[config.mk]
export PLATFORM = sky130hd
export DESIGN_NAME = fp_apu_arbiter
export DESIGN_NICKNAME = d
export VERILOG_FILES = /design/src/rtl/fp_apu_arbiter.sv
export SDC_FILE = /design/constraint.sdc
export NUM_CORES = 1
export LEC_CHECK = 0
export ABC_AREA = 1
export CAP_MARGIN = 5
export CORE_AREA = 2 2 168 170
export DETAILED_ROUTE_END_ITERATION = 7
export DIE_AREA = 0 0 170 172
export DONT_BUFFER_PORTS = 1
export SETUP_SLACK_MARGIN = 0.5
export SYNTH_ARGS = -nofsm -noshare
export SYNTH_HDL_FRONTEND = slang
export SYNTH_SLANG_ARGS = --single-unit
[constraint.sdc]
create_clock -name clk_i -period 4.2 [get_ports clk_i]
set_input_delay 1.26 -clock clk_i [delete_from_list [all_inputs] [get_ports clk_i]]
set_output_delay 1.26 -clock clk_i [all_outputs]
set_load 0.005 [all_outputs]
[src/rtl/fp_apu_arbiter.sv]
// Shares one fp_wrapper APU port among NUM_REQ requesters: round-robin (or fixed-priority
// when FP_ARB_FIXED_PRIO_EN is defined) arbitration with lock-until-grant, in-order tag FIFO routing.
module fp_apu_arbiter #(
  parameter int unsigned NUM_REQ   = 2,
  parameter int unsigned TAG_DEPTH = 4,
  parameter int unsigned FLAGS_W   = 11
) (
  input  logic                               clk_i,
  input  logic                               rst_ni,
  input  logic [NUM_REQ-1:0]                 req_i,
  output logic [NUM_REQ-1:0]                 gnt_o,
  input  logic [NUM_REQ-1:0][2:0][31:0]      operands_i,
  input  logic [NUM_REQ-1:0][5:0]            op_i,
  input  logic [NUM_REQ-1:0][FLAGS_W-1:0]    flags_i,
  output logic [NUM_REQ-1:0]                 rvalid_o,
  output logic [31:0]                        rdata_o,
  output logic [4:0]                         rflags_o,
  output logic                               apu_req_o,
  input  logic                               apu_gnt_i,
  output logic [2:0][31:0]                   apu_operands_o,
  output logic [5:0]                         apu_op_o,
  output logic [FLAGS_W-1:0]                 apu_flags_o,
  input  logic                               apu_rvalid_i,
  input  logic [31:0]                        apu_rdata_i,
  input  logic [4:0]                         apu_rflags_i,
  output logic                               busy_o,
  output logic                               err_o
);

  localparam int unsigned IDX_W = $clog2(NUM_REQ);
  localparam int unsigned PTR_W = $clog2(TAG_DEPTH);
  localparam int unsigned CNT_W = PTR_W + 1;

  typedef enum logic {IDLE, LOCKED} state_e;

  state_e                          state_q, state_d;
  logic [IDX_W-1:0]                win_q, win_d;
  logic [IDX_W-1:0]                arb_win, winner, idx_w;
  logic [TAG_DEPTH-1:0][IDX_W-1:0] tags_q, tags_d;
  logic [PTR_W-1:0]                wr_ptr_q, wr_ptr_d, rd_ptr_q, rd_ptr_d;
  logic [CNT_W-1:0]                cnt_q, cnt_d;
  logic                            err_q, err_d;
  logic                            apu_req, hs, push, pop, fifo_full, fifo_empty;

`ifdef FP_ARB_FIXED_PRIO_EN
  // Lowest asserted index wins; iterate downward so the lowest overwrites last.
  always_comb begin
    arb_win = '0;
    idx_w   = '0;
    for (int i = NUM_REQ - 1; i >= 0; i--) begin
      idx_w = IDX_W'(i);
      if (req_i[idx_w]) arb_win = idx_w;
    end
  end
`else
  logic [IDX_W-1:0] rr_q, rr_d;
  logic             found;
  int unsigned      idx;

  // First asserted request at or after the RR pointer, wrapping modulo NUM_REQ.
  always_comb begin
    arb_win = '0;
    found   = 1'b0;
    idx     = 0;
    idx_w   = '0;
    for (int unsigned i = 0; i < NUM_REQ; i++) begin
      idx   = (32'(rr_q) + i) % NUM_REQ;
      idx_w = IDX_W'(idx);
      if (!found && req_i[idx_w]) begin
        found   = 1'b1;
        arb_win = idx_w;
      end
    end
  end

  always_comb begin
    rr_d = rr_q;
    if (hs) rr_d = (winner == IDX_W'(NUM_REQ - 1)) ? '0 : winner + 1'b1;
  end

  always_ff @(posedge clk_i or negedge rst_ni) begin
    if (!rst_ni) rr_q <= '0;
    else         rr_q <= rr_d;
  end
`endif

  assign fifo_full  = (cnt_q == CNT_W'(TAG_DEPTH));
  assign fifo_empty = (cnt_q == '0);

  // Lock FSM: a request that is not granted immediately pins its winner.
  always_comb begin
    state_d = state_q;
    win_d   = win_q;
    winner  = arb_win;
    apu_req = 1'b0;
    case (state_q)
      IDLE: begin
        apu_req = (|req_i) & ~fifo_full;
        if (apu_req && !apu_gnt_i) begin
          state_d = LOCKED;
          win_d   = arb_win;
        end
      end
      LOCKED: begin
        winner  = win_q;
        apu_req = ~fifo_full;
        if (apu_req && apu_gnt_i) state_d = IDLE;
      end
      default: state_d = IDLE;
    endcase
  end

  assign hs   = apu_req & apu_gnt_i;
  assign push = hs;
  assign pop  = apu_rvalid_i & ~fifo_empty;

  always_comb begin
    gnt_o    = '0;
    rvalid_o = '0;
    if (hs)  gnt_o[winner]             = 1'b1;
    if (pop) rvalid_o[tags_q[rd_ptr_q]] = 1'b1;
  end

  assign apu_req_o      = apu_req;
  assign apu_operands_o = apu_req ? operands_i[winner] : '0;
  assign apu_op_o       = apu_req ? op_i[winner]       : '0;
  assign apu_flags_o    = apu_req ? flags_i[winner]    : '0;
  assign rdata_o        = apu_rdata_i;
  assign rflags_o       = apu_rflags_i;
  assign busy_o         = ~fifo_empty;
  assign err_o          = err_q;

  // Tag FIFO: responses come back in issue order, so the head names the target.
  always_comb begin
    tags_d   = tags_q;
    wr_ptr_d = wr_ptr_q;
    rd_ptr_d = rd_ptr_q;
    cnt_d    = cnt_q + CNT_W'(push) - CNT_W'(pop);
    err_d    = err_q | (apu_rvalid_i & fifo_empty);
    if (push) begin
      tags_d[wr_ptr_q] = winner;
      wr_ptr_d         = wr_ptr_q + 1'b1;
    end
    if (pop) rd_ptr_d = rd_ptr_q + 1'b1;
  end

  always_ff @(posedge clk_i or negedge rst_ni) begin
    if (!rst_ni) begin
      state_q  <= IDLE;
      win_q    <= '0;
      tags_q   <= '0;
      wr_ptr_q <= '0;
      rd_ptr_q <= '0;
      cnt_q    <= '0;
      err_q    <= 1'b0;
    end else begin
      state_q  <= state_d;
      win_q    <= win_d;
      tags_q   <= tags_d;
      wr_ptr_q <= wr_ptr_d;
      rd_ptr_q <= rd_ptr_d;
      cnt_q    <= cnt_d;
      err_q    <= err_d;
    end
  end

endmodule

[Word level (Yosys, flattened, before mapping)]
Index checks and enable logic that the tools add are counted.
Storage, ports and cells
  bits of input ports: 269
  output and inout bits: 157
  logic and storage cells: 79
  flip-flop bits (word level): 15
Cells by class
  $add $sub $neg: 6
  bitwise gates (word level): 8
  equal/unequal tests: 1
  mux-type cells: 33
  order comparisons: 9
  reduce and logical (&&, ||, !) cells: 11
Operator list (count)
  $mux 96: 3
  $mux 11: 3
  $mux 6: 3
  $mux 1: 15
  $lt 1x2->1 const B: 4
  $logic_and 1x1->1: 6
  $lt 2x3->1 const B: 2
  $add 2x1->2 const B: 2
  $and 1x1->1: 4
  $bwmux 4: 1
  $mux 2: 2
  $pmux 1 s2: 2
  $add 3x1->3: 1
  $eq 3x3->1 const B: 1
  $logic_not 3->1: 1
  $not 1->1: 3
  $sub 3x1->3: 1
  $add 1x1->1 const B: 2
  $bmux 1 s2: 1
  $demux 1 s1: 2
  $demux 1 s2: 1
  $ge 1x1->1 const B: 2
  $ge 2x1->1 const B: 1
  $logic_not 1->1: 2
  3 further kinds: 3

[Longest topological paths before layout]
Gate-level depths: netlist (run 1).
  depth after elaboration: 12
  mapped depth: 9
  mapped depth without buffers: 9

[Worst setup path before layout (run 1)]
OpenSTA, ideal clock, no wires.
  path kind: input port to output port
  from: in req_i[0]
  to: out apu_operands_o[69] in the netlist's numbering
  required time: 2.940 ns
  path slack: 0.937 ns
  cell stages on the path: 7
  path buffers: 3
  arrival: 2.003 ns
  path through: nand2_1 > nand3_2 > buf_4 > buf_6 > buf_4 > a21oi_1 > nor2_1
RTL lines
  start: declaration: line 10  | input logic [NUM_REQ-1:0] req_i,
  end: declaration: line 20  | output logic [2:0][31:0] apu_operands_o,

==> results of run 1 <==
[worst min path at each step]
stage | to | startpoint | slack, ns
floorplan | rr_q$_DFFE_PN0P_ | rr_q$_DFFE_PN0P_ | 0.44
detailed placement | tags_q[2]$_DFFE_PN0P_ | tags_q[2]$_DFFE_PN0P_ | 0.47
finish | rr_q$_DFFE_PN0P_ | rr_q$_DFFE_PN0P_ | 0.49
CTS | rr_q$_DFFE_PN0P_ | rr_q$_DFFE_PN0P_ | 0.49
global placement | rr_q$_DFFE_PN0P_ | rr_q$_DFFE_PN0P_ | 0.47
global route | rd_ptr_q[1]$_DFFE_PN0P_ | rd_ptr_q[1]$_DFFE_PN0P_ | 0.51
[routing by layer]
layer,routed length (um),part of all wire [%]
met5,0,0
met4,539,3.9
met3,1272,9.1
met2,6443,46
met1,5671,41
[flip-flops by register name (all words and copies together), names as in the netlist]
signal / count
rd_ptr_q: 2
tags_q: 4
state_q: 1
err_o: 1
win_q: 1
cnt_q: 3
wr_ptr_q: 2
rr_q: 1
[logic make-up (layout without fill, tap and decap cells)]
kind of cell,Yosys count,count (layout)
simple gates,393,393
buf+inv,225,137
compound gates,120,120
flops,15,15
fa+ha+maj,6,6
xor+xnor,3,3
other cells,0,1
[cell type report]
class	count	area (um2)	share of cell area [%]
Multi-Input combinational cell	522	2400	61.81
Antenna cell	1	2.502	0.06445
Inverter	126	474.2	12.21
Timing Repair Buffer	7	115.1	2.965
Clock buffer	3	75.07	1.934
Tap cell	346	432.9	11.15
Clock inverter	1	7.507	0.1934
Sequential cell	15	375.4	9.668
[cell usage in the layout (no fill, tap or decap)]
cell,n
a21oi_1,115
a31o_2,1
buf_12,5
buf_4,2
clkbuf_16,3
clkinv_2,1
clkinvlp_4,1
dfrtp_1,15
diode_2,1
fa_1,1
ha_1,5
inv_1,122
inv_2,3
nand2_1,143
nand2_2,1
nand2_4,1
nand3_1,118
nand3_4,2
nand4_1,5
nor2_1,121
nor2_4,1
nor3_1,1
o211ai_1,1
o21ai_0,2
o21bai_1,1
xnor2_1,2
xor2_1,1
[per-stage QoR]
| step | instances | util (%) |
|---|---|---|
| after global routing | 1021 | 14.13 |
| final | 1021 | 14.13 |
| after global placement | 1016 | 13.82 |
| after detailed placement | 1016 | 13.82 |
| after CTS | 1020 | 14.12 |
| after floorplan | 762 | - |
[critical path, stage by stage]
cell	delay [ns]
nand2_1	0.08
nand3_4	0.16
buf_12	0.33
nand3_1	0.18
nand2_1	0.10
nor2_1	0.05
[power breakdown]
group | switching [uW] | total (uW) | internal (uW)
Clock | 65.1 | 194 | 128
Combinational | 1300 | 1890 | 590
Sequential | 64.3 | 281 | 217
==> results.yml, run 1 <==
worst_hold_path:
  timing.hold.worst.class: "register to register"
  min_path_cells: 2
grt:
  grt.met1_usage_pct: 9.156
  global_route.peak_usage_layer: "met2"
  grtUsageMet2_pct: 13.63
  grt_start_max_net_pins: 114
  grt.met3_usage_pct: 1.556
  grt_antenna_before_repair: 2
  via_count_of_the_first_global_routing_pass: 3307
  global_routing_usage_summed_across_all_routing_layers_pct: 7.794
  first_pass_grt_wire_length_um: 17570
  grt_overflow: 0
yosys:
  dominantRegCellSynth: "dfrtp_1"
  mappedNetlistNets: 1037
  syn_area_um2: 3872
  synth_top_area_share_pct: 15.25
  syn_area_per_cell_um2: 5.082
  most_instantiated_library_cell_after_synthesis: "nand2_1"
  synth_top_family_by_area: "simple AND/OR/NAND/NOR gates"
  synth-warning-count: 0
  post_synth_main_area_contributors: "nand3_1 (15%), a21oi_1 (15%), nand2_1 (14%)"
  post_synth_mux_area_share_pct: 0
  synth_edf_count: 0
  synth.top_cells.by_count: "nand2_1 (144), inv_1 (122), nor2_1 (121)"
  syn_inst: 762
  synth_seq_area_share_pct: 9.693
  post_synthesis_share_of_cell_area_spent_on_full_adders_half_adders_and_majority_gates_pct: 2.132
  synth_cell_type_count: 26
  complex_gate_fraction_of_the_synthesized_area_pct: 15.74
  synth-xor-area-share_pct: 0.6785
  yosys.area_share.simple_pct: 43.04
  synth.largest_area_cell: "nand3_1"
  postSynthRegisterBits: 15
  async_flop_share_pct: 100.0
worst_setup_path:
  reg2reg_from: "cnt_q[2]$_DFF_PN0_"
  timing.reg2reg.setup_slack_ns: 2.10
  critical_path_class: "input pin to primary output"
  setup.worst_path.start_class: "input pin"
  required_ns: 2.94
  critPathLaunch: "req_i[0]"
  endpoint_kind: "primary output"
  cp.arrival_ns: 2.27
  critical_path.max_fanout: 110
  worstReg2RegEnd: "cnt_q[2]$_DFF_PN0_"
  setup.worst_path.end: "apu_operands_o[43]"
  timing.reg2reg.worst_path_depth: 8
place:
  dp_hpwl_um: 11340
  io_buffers: 0
  place.gp.congestion: 0.8124
  placedInstanceArea_um2: 3797
  dp_worst_setup_slack_ns: 0.6772
clock_tree:
  htree_num_levels: 1
  worst_skew_pair.late_latency_ns: 0.25
  ctsRootBufferMaster: "clkbuf_16"
  cts_buffers: 3
  clkSinkCount: 15
  postCtsHoldBufs: 0
  tritoncts: "yes"
  postCtsSetupBuffers: 0
  ctsResizeCount: 0
  cts.reportedPaths.clkPinSlew_ns: 0.05
  cts_buffer_depth: 2
timing:
  timing_worst_slew_pin_value_ns: 0.6609
  min_period_ns: 3.534
  final_max_slew_viol_count: 0
  tns_ns: 0
  slew_headroom_pct: 55.94
  setup_viol: 0
  rsz0062_at_grt: "false"
  fin_crit_sh_pct: 84.14
  fmax_mhz: 283.0
  timing.clock.skew_ns: 0.002879
  hold_viol: 0
  tightest_hold_margin_ns: 0.4859
  post-route-worst-setup-slack_ns: 0.6662
route:
  detail_route.first_pass.iterations: 5
  vias_per_cell: 4.284
  detail-route-antenna-nets: 0
  wl_um: 13930
  detailedRoute.firstIterationViolations: 233
  post_drt_wl_per_cell_um: 13.64
  drcViolationCount: 0
  detailroute.via_count: 4374
run:
  max_cap_violations: 0
final_layout:
  post-route-cell-area_um2: 3882
  fillCellCount: 3213
  area_growth_pct: 0.2584
  fin_nets: 950
  drive_gt1_share_pct: 3.116
power:
  power_per_cell_area_nw_per_um2: 607.8
  ir_drop_v: 0.0002937
  power_uw: 2360
  leakagePower_uw: 0.002341
floorplanning:
  ios: 426
  dieWidth_um: 170
  rows: 61
  die_h_um: 172
  fp.dieArea_um2: 29240
  core-area_um2: 27480
  floorplan.initialDensity_pct: 14.09
outcome:
  outcome: "complete, no violations"
Power figures use the tool's default switching activity.
==> run 2: changes to the inputs <==
--- a/config.mk
+++ b/config.mk
@@ -5,11 +5,11 @@
 export SDC_FILE = /design/constraint.sdc
 export NUM_CORES = 1
 export LEC_CHECK = 0
-export ABC_AREA = 1
+export ABC_AREA = 0
 export CAP_MARGIN = 5
-export CORE_AREA = 2 2 168 170
+export CORE_AREA = 2 2 164 166
 export DETAILED_ROUTE_END_ITERATION = 7
-export DIE_AREA = 0 0 170 172
+export DIE_AREA = 0 0 166 168
 export DONT_BUFFER_PORTS = 1
 export SETUP_SLACK_MARGIN = 0.5
 export SYNTH_ARGS = -nofsm -noshare
==> constraint.sdc (replaced) <==
create_clock -name clk_i -period 3 [get_ports clk_i]
set_input_delay 0.9 -clock clk_i [delete_from_list [all_inputs] [get_ports clk_i]]
set_output_delay 0.9 -clock clk_i [all_outputs]
set_load 0.005 [all_outputs]
==> run 2 against run 1 <==
Net effect:
- hold slack worse by 0.14 ns
- routed wire length up 29%
- non-clock buffer count rose by 59
- largest power group unchanged
==> results.yml, run 2 <==
outcome:
  outcome: "complete, no violations"
floorplanning:
  floorplan.initialDensity_pct: 10.45
  core-area_um2: 26350
  ios: 426
  dieWidth_um: 166
  rows: 60
  die_h_um: 168
  fp.dieArea_um2: 27890
timing:
  timing.clock.skew_ns: 0.0009646
  fin_crit_sh_pct: 95.29
  fmax_mhz: 349.8
  timing_worst_slew_pin_value_ns: 0.3189
  min_period_ns: 2.859
  hold_viol: 0
  slew_headroom_pct: 78.58
  tns_ns: 0
  setup_viol: 0
  final_max_slew_viol_count: 0
  rsz0062_at_grt: "true"
worst_setup_path:
  timing.reg2reg.worst_path_depth: 9
  cpMostUsedCell: "buf_12"
  endpoint_kind: "primary output"
  timing.reg2reg.setup_slack_ns: 0.85
  critical-path-top-delay-family: "buffers and inverters"
  max_stage_delay_ns: 0.16
  critical_path.max_fanout: 6
  required_ns: 2.10
  reg2reg_from: "state_q$_DFF_PN0_"
  setup.worst_path.start_class: "input pin"
  path_cells: "and2b_4 > o21ai_4 > buf_8 > buf_12 > buf_12 > clkbuf_16 > nand2_1 > a21oi_2"
  cp.arrival_ns: 1.96
  critical_path_class: "input pin to primary output"
  worstReg2RegEnd: "cnt_q[2]$_DFF_PN0_"
  worst_path_max_delay_cell: "and2b_4"
  worst-path-buf-inv: 4
route:
  detailedRoute.firstIterationViolations: 249
  post_drt_wl_per_cell_um: 21.84
  wl_um: 18020
  detail-route-antenna-nets: 0
  met3RoutedLength_um: 1893
  wl_met2_um: 8533
  detail_route.first_pass.iterations: 5
  highest-signal-layer: "met4"
  vias_per_cell: 4.392
  wl_met1_um: 7088
  detailroute.via_count: 3623
  drcViolationCount: 0
power:
  leakagePower_uw: 0.001974
  p_switching_uw: 3070
  power.combinational.fraction_pct: 89.2
  ir_drop_v: 0.0006279
  power_uw: 6142
  power_per_cell_area_nw_per_um2: 1249
  internal-power_uw: 3073
  pwr-share-seq_pct: 6.5
  share_clk_of_total_power_pct: 4.3
  sw_frac_of_total_pct: 49.98
final_layout:
  antenna_cells_inserted: 0
  layout_commonest_cell: "nand2_1"
  fin_nets: 760
  final_cell_mix: "nand2_1 (176), a21oi_2 (100), nand2_4 (39), buf_16 (19), buf_12 (17)"
  largest-register: "tags_q"
  reg_top3: "tags_q (4), cnt_q (3)"
  final_cells: 825
  area_growth_pct: 78.60
  drive_gt1_share_pct: 52.27
  final_core_utilization_pct: 18.67
  largest_register_ff_count: 4
place:
  place.gp.congestion: 0.8439
  io_buffers: 0
  number_of_placed_cells_counting_well_taps: 771
  dp_hpwl_um: 9382
clock_tree:
  worst_skew_pair.late_latency_ns: 0.25
  tritoncts: "yes"
  cts.reportedPaths.clkPinSlew_ns: 0.05
  ctsRootBufferMaster: "clkbuf_16"
  cts_buffer_depth: 2
  postCtsHoldBufs: 0
  clkSinkCount: 15
  htree_num_levels: 1
  cts_buffers: 3
yosys:
  postSynthRegisterBits: 15
  synth-warning-count: 0
  synth_seq_area_share_pct: 13.63
  async_flop_share_pct: 100.0
  synth.largest_area_cell: "nand2_1"
  most_instantiated_library_cell_after_synthesis: "nand2_1"
  syn_inst: 490
  mappedNetlistNets: 765
  synth_cell_type_count: 34
  syn_area_um2: 2754
  synth_top_area_share_pct: 31.49
  dominantRegCellSynth: "dfrtp_1"
  synth.top_cells.by_count: "nand2_1 (231), a21oi_1 (116), buf_4 (52)"
  synth_edf_count: 0
  syn_area_per_cell_um2: 5.620
  post_synth_main_area_contributors: "nand2_1 (31%), a21oi_1 (21%), buf_4 (14%)"
worst_hold_path:
  timing.hold.worst.class: "input pin to asynchronous set/reset pin"
grt:
  via_count_of_the_first_global_routing_pass: 3122
  grt_overflow: 0
  global_routing_usage_summed_across_all_routing_layers_pct: 10.32
  grt_antenna_before_repair: 0
  first_pass_grt_wire_length_um: 21330
  grt_start_max_net_pins: 63
run:
  max_cap_violations: 0
run 2: final cells by class:
cell class / count / area [um2]
Clock inverter: 1 / 5.005
Sequential cell: 15 / 375.4
Fill cell: 2863 / 21430
Timing Repair Buffer: 66 / 1279
Clock buffer: 3 / 75.07
Multi-Input combinational cell: 392 / 2729
Tap cell: 341 / 426.7
Inverter: 7 / 28.78
run 2: repair_timing:
action | 4_1_cts | 5_1_grt
resized for setup | 199 | 48
gates cloned | 17 | 8
pin swaps | 95 | 51
buffers inserted | 21 | 4
setup endpoints to repair | 115 | 117
run 2: routing by layer:
metal  up-vias  track usage (%)
li1       1549                -
met1      1702            13.10
met2       327            17.16
met3        45            2.774
met4         0            2.987
met5         -                0
run 2: worst max-delay path by stage:
stage	startpoint	end	slack, ns	depth (start not counted)
finish	req_i[0]	apu_operands_o[79]	0.14	8
global route	req_i[0]	apu_op_o[1]	0.07	8
CTS	req_i[0]	apu_op_o[0]	0.14	8
detailed placement	req_i[0]	apu_operands_o[52]	0.08	6
global placement	req_i[0]	apu_operands_o[52]	0.10	6
floorplan	req_i[1]	cnt_q[2]$_DFF_PN0_	0.38	9
run 2: power by group through the flow:
stage / clock network (uW) / registers [uW] / logic, uW
3_5_place_dp: 0 / 392 / 2630
5_1_grt: 279 / 409 / 5810
4_1_cts: 271 / 394 / 4810
2_1_floorplan: 0 / 371 / 2140
3_3_place_gp: 0 / 392 / 2560
6_report: 264 / 397 / 5480
run 2: kinds of logic after synthesis:
family                   count (synthesis)  share of synthesized area [%]
AND/OR/NAND/NOR                        251                          35.85
AO/OA/AOI/OAI                          129                          24.81
multiplexers                             1                         0.8178
adder cells (fa/ha/maj)                  6                          2.999
XOR/XNOR                                 5                          1.590
flip-flops                              15                          13.63
buffers and inverters                   83                          20.31
run 2: stage by stage:
step / instance area (um2) / setup slack (ns) / hold slack, ns
after floorplan: 2864 / 0.3842 / 0.4495
after global placement: 2962 / 0.1001 / 0.4691
after detailed placement: 2962 / 0.08354 / 0.4749
after CTS: 4486 / 0.1376 / 0.3373
after global routing: 4918 / 0.07410 / 0.3319
final: 4918 / 0.1413 / 0.3424
==> run 3: changes to the inputs <==
--- a/config.mk
+++ b/config.mk
@@ -11,6 +11,7 @@
 export DETAILED_ROUTE_END_ITERATION = 7
 export DIE_AREA = 0 0 166 168
 export DONT_BUFFER_PORTS = 1
+export RECOVER_POWER = 25
 export SETUP_SLACK_MARGIN = 0.5
 export SYNTH_ARGS = -nofsm -noshare
 export SYNTH_HDL_FRONTEND = slang
==> run 3 against run 2 <==
Net effect:
- routed wire length barely moved
- fmax unchanged
- sequential power about the same
- first-iteration DRC count unchanged
- register-to-register slack hardly changed
- critical endpoint unchanged
- largest cell class unchanged
- largest power group unchanged
==> results.yml, run 3 (synthesized netlist as in run 2, its figures left out) <==
worst_setup_path:
  worstReg2RegEnd: "cnt_q[2]$_DFF_PN0_"
  path_cells: "and2b_4 > o21ai_4 > buf_8 > buf_12 > buf_12 > clkbuf_16 > nand2_1 > a21oi_2"
  cp.arrival_ns: 1.96
  required_ns: 2.10
  critical_path.max_fanout: 6
  timing.reg2reg.worst_path_depth: 9
  max_stage_delay_ns: 0.16
  critPathLaunch: "req_i[0]"
  cpMostUsedCell: "buf_12"
  endpoint_kind: "primary output"
  timing.reg2reg.setup_slack_ns: 0.85
  reg2reg_from: "state_q$_DFF_PN0_"
  setup.worst_path.start_class: "input pin"
  worst_path_max_delay_cell: "and2b_4"
  setup.worst_path.end: "apu_operands_o[79]"
  critical_path_class: "input pin to primary output"
grt:
  grt_start_max_net_pins: 63
  via_count_of_the_first_global_routing_pass: 3122
  grt_antenna_before_repair: 0
  first_pass_grt_wire_length_um: 21330
  global_routing_usage_summed_across_all_routing_layers_pct: 10.32
  grt_overflow: 0
clock_tree:
  cts.reportedPaths.clkPinSlew_ns: 0.05
  postCtsHoldBufs: 0
  htree_num_levels: 1
  clkSinkCount: 15
  ctsRootBufferMaster: "clkbuf_16"
  worst_skew_pair.late_latency_ns: 0.25
  cts_buffers: 3
  cts_buffer_depth: 2
  tritoncts: "yes"
floorplanning:
  rows: 60
  core-area_um2: 26350
  floorplan.initialDensity_pct: 10.45
  die_h_um: 168
  fp.dieArea_um2: 27890
  ios: 426
  dieWidth_um: 166
place:
  dp_worst_setup_slack_ns: 0.08354
  placedInstanceArea_um2: 2962
  io_buffers: 0
  dp_hpwl_um: 9382
  place.gp.congestion: 0.8439
final_layout:
  area.sequential_um2: 375.4
  post-route-cell-area_um2: 4915
  largest-register: "tags_q"
  fin_nets: 760
  drive_gt1_share_pct: 52.07
  final_core_utilization_pct: 18.65
  layout_commonest_cell: "nand2_1"
  area_growth_pct: 78.46
  largest_register_ff_count: 4
  final_cell_mix: "nand2_1 (176), a21oi_2 (100), nand2_4 (39), buf_16 (19), buf_12 (17)"
  antenna_cells_inserted: 0
  fillCellCount: 2865
  reg_top3: "tags_q (4), cnt_q (3)"
  multi_input_area_um2: 2729
timing:
  tns_ns: 0
  rsz0062_at_grt: "true"
  timing_worst_slew_pin_value_ns: 0.5212
  post-route-worst-setup-slack_ns: 0.1413
  timing.clock.skew_ns: 0.0009571
  final_max_slew_viol_count: 0
  setup_viol: 0
  min_period_ns: 2.859
  slew_headroom_pct: 65.26
  fmax_mhz: 349.8
  hold_viol: 0
  fin_crit_sh_pct: 95.29
route:
  wl_met1_um: 7068
  detail-route-antenna-nets: 0
  wl_um: 18010
  wl_met2_um: 8531
  post_drt_wl_per_cell_um: 21.83
  vias_per_cell: 4.389
  highest-signal-layer: "met4"
  detail_route.first_pass.iterations: 5
  detailedRoute.firstIterationViolations: 249
  met3RoutedLength_um: 1909
  drcViolationCount: 0
  detailroute.via_count: 3621
run:
  max_cap_violations: 0
outcome:
  outcome: "complete, no violations"
power:
  leakagePower_uw: 0.001970
  power_per_cell_area_nw_per_um2: 1249
  ir_drop_v: 0.0006275
worst_hold_path:
  timing.hold.worst.class: "input pin to asynchronous set/reset pin"
## run 3: timing repair
item                       in CTS  in global routing
setup endpoints to repair     115                117
resized for setup             199                 48
pin swaps                      95                 51
gates cloned                   17                  8
setup buffers                  21                  4
## run 3: routing by layer
layer  vias to the layer above  global-route usage, %
li1                       1548                      -
met1                      1705                  13.10
met2                       325                  17.16
met3                        43                  2.774
met4                         0                  2.987
met5                         -                      0
## run 3: worst max-delay path: cells and delay by family
family | cells | cell delay (ns)
buffers and inverters | 4 | 0.51
AND/OR/NAND/NOR | 2 | 0.25
AO/OA/AOI/OAI | 2 | 0.30
## run 3: how the worst min path moves through the flow
stage / end / slack, ns
floorplan: rd_ptr_q[1]$_DFFE_PN0P_ / 0.45
global placement: rd_ptr_q[1]$_DFFE_PN0P_ / 0.47
detailed placement: rd_ptr_q[1]$_DFFE_PN0P_ / 0.47
CTS: tags_q[2]$_DFFE_PN0P_ / 0.34
global route: wr_ptr_q[0]$_DFFE_PN0P_ / 0.33
finish: wr_ptr_q[1]$_DFFE_PN0P_ / 0.34
## run 3: area by class of cell
cell class | instances | share of cell area, %
clock inverters | 1 | 0.1018
multi-input cells | 392 | 55.52
repair buffers | 66 | 25.94
inverters | 7 | 0.5855
clock buffers | 3 | 1.527
flip-flops and latches | 15 | 7.637
well taps | 341 | 8.681
## run 3: metrics by stage
step | hold slack, ns | power (uW) | cells
finish | 0.3424 | 6139 | 825
global route | 0.3319 | 6493 | 825
CTS | 0.3373 | 5479 | 813
detailed placement | 0.4749 | 3019 | 771
global placement | 0.4691 | 2951 | 771
floorplan | 0.4495 | 2515 | 490
## run 3: power by group
| group | total [uW] | switching [uW] | internal [uW] |
|---|---|---|---|
| combinational | 5480 | 2890 | 2580 |
| clock | 264 | 85.9 | 178 |
| sequential | 397 | 89.4 | 308 |
| total | 6140 | 3070 | 3070 |
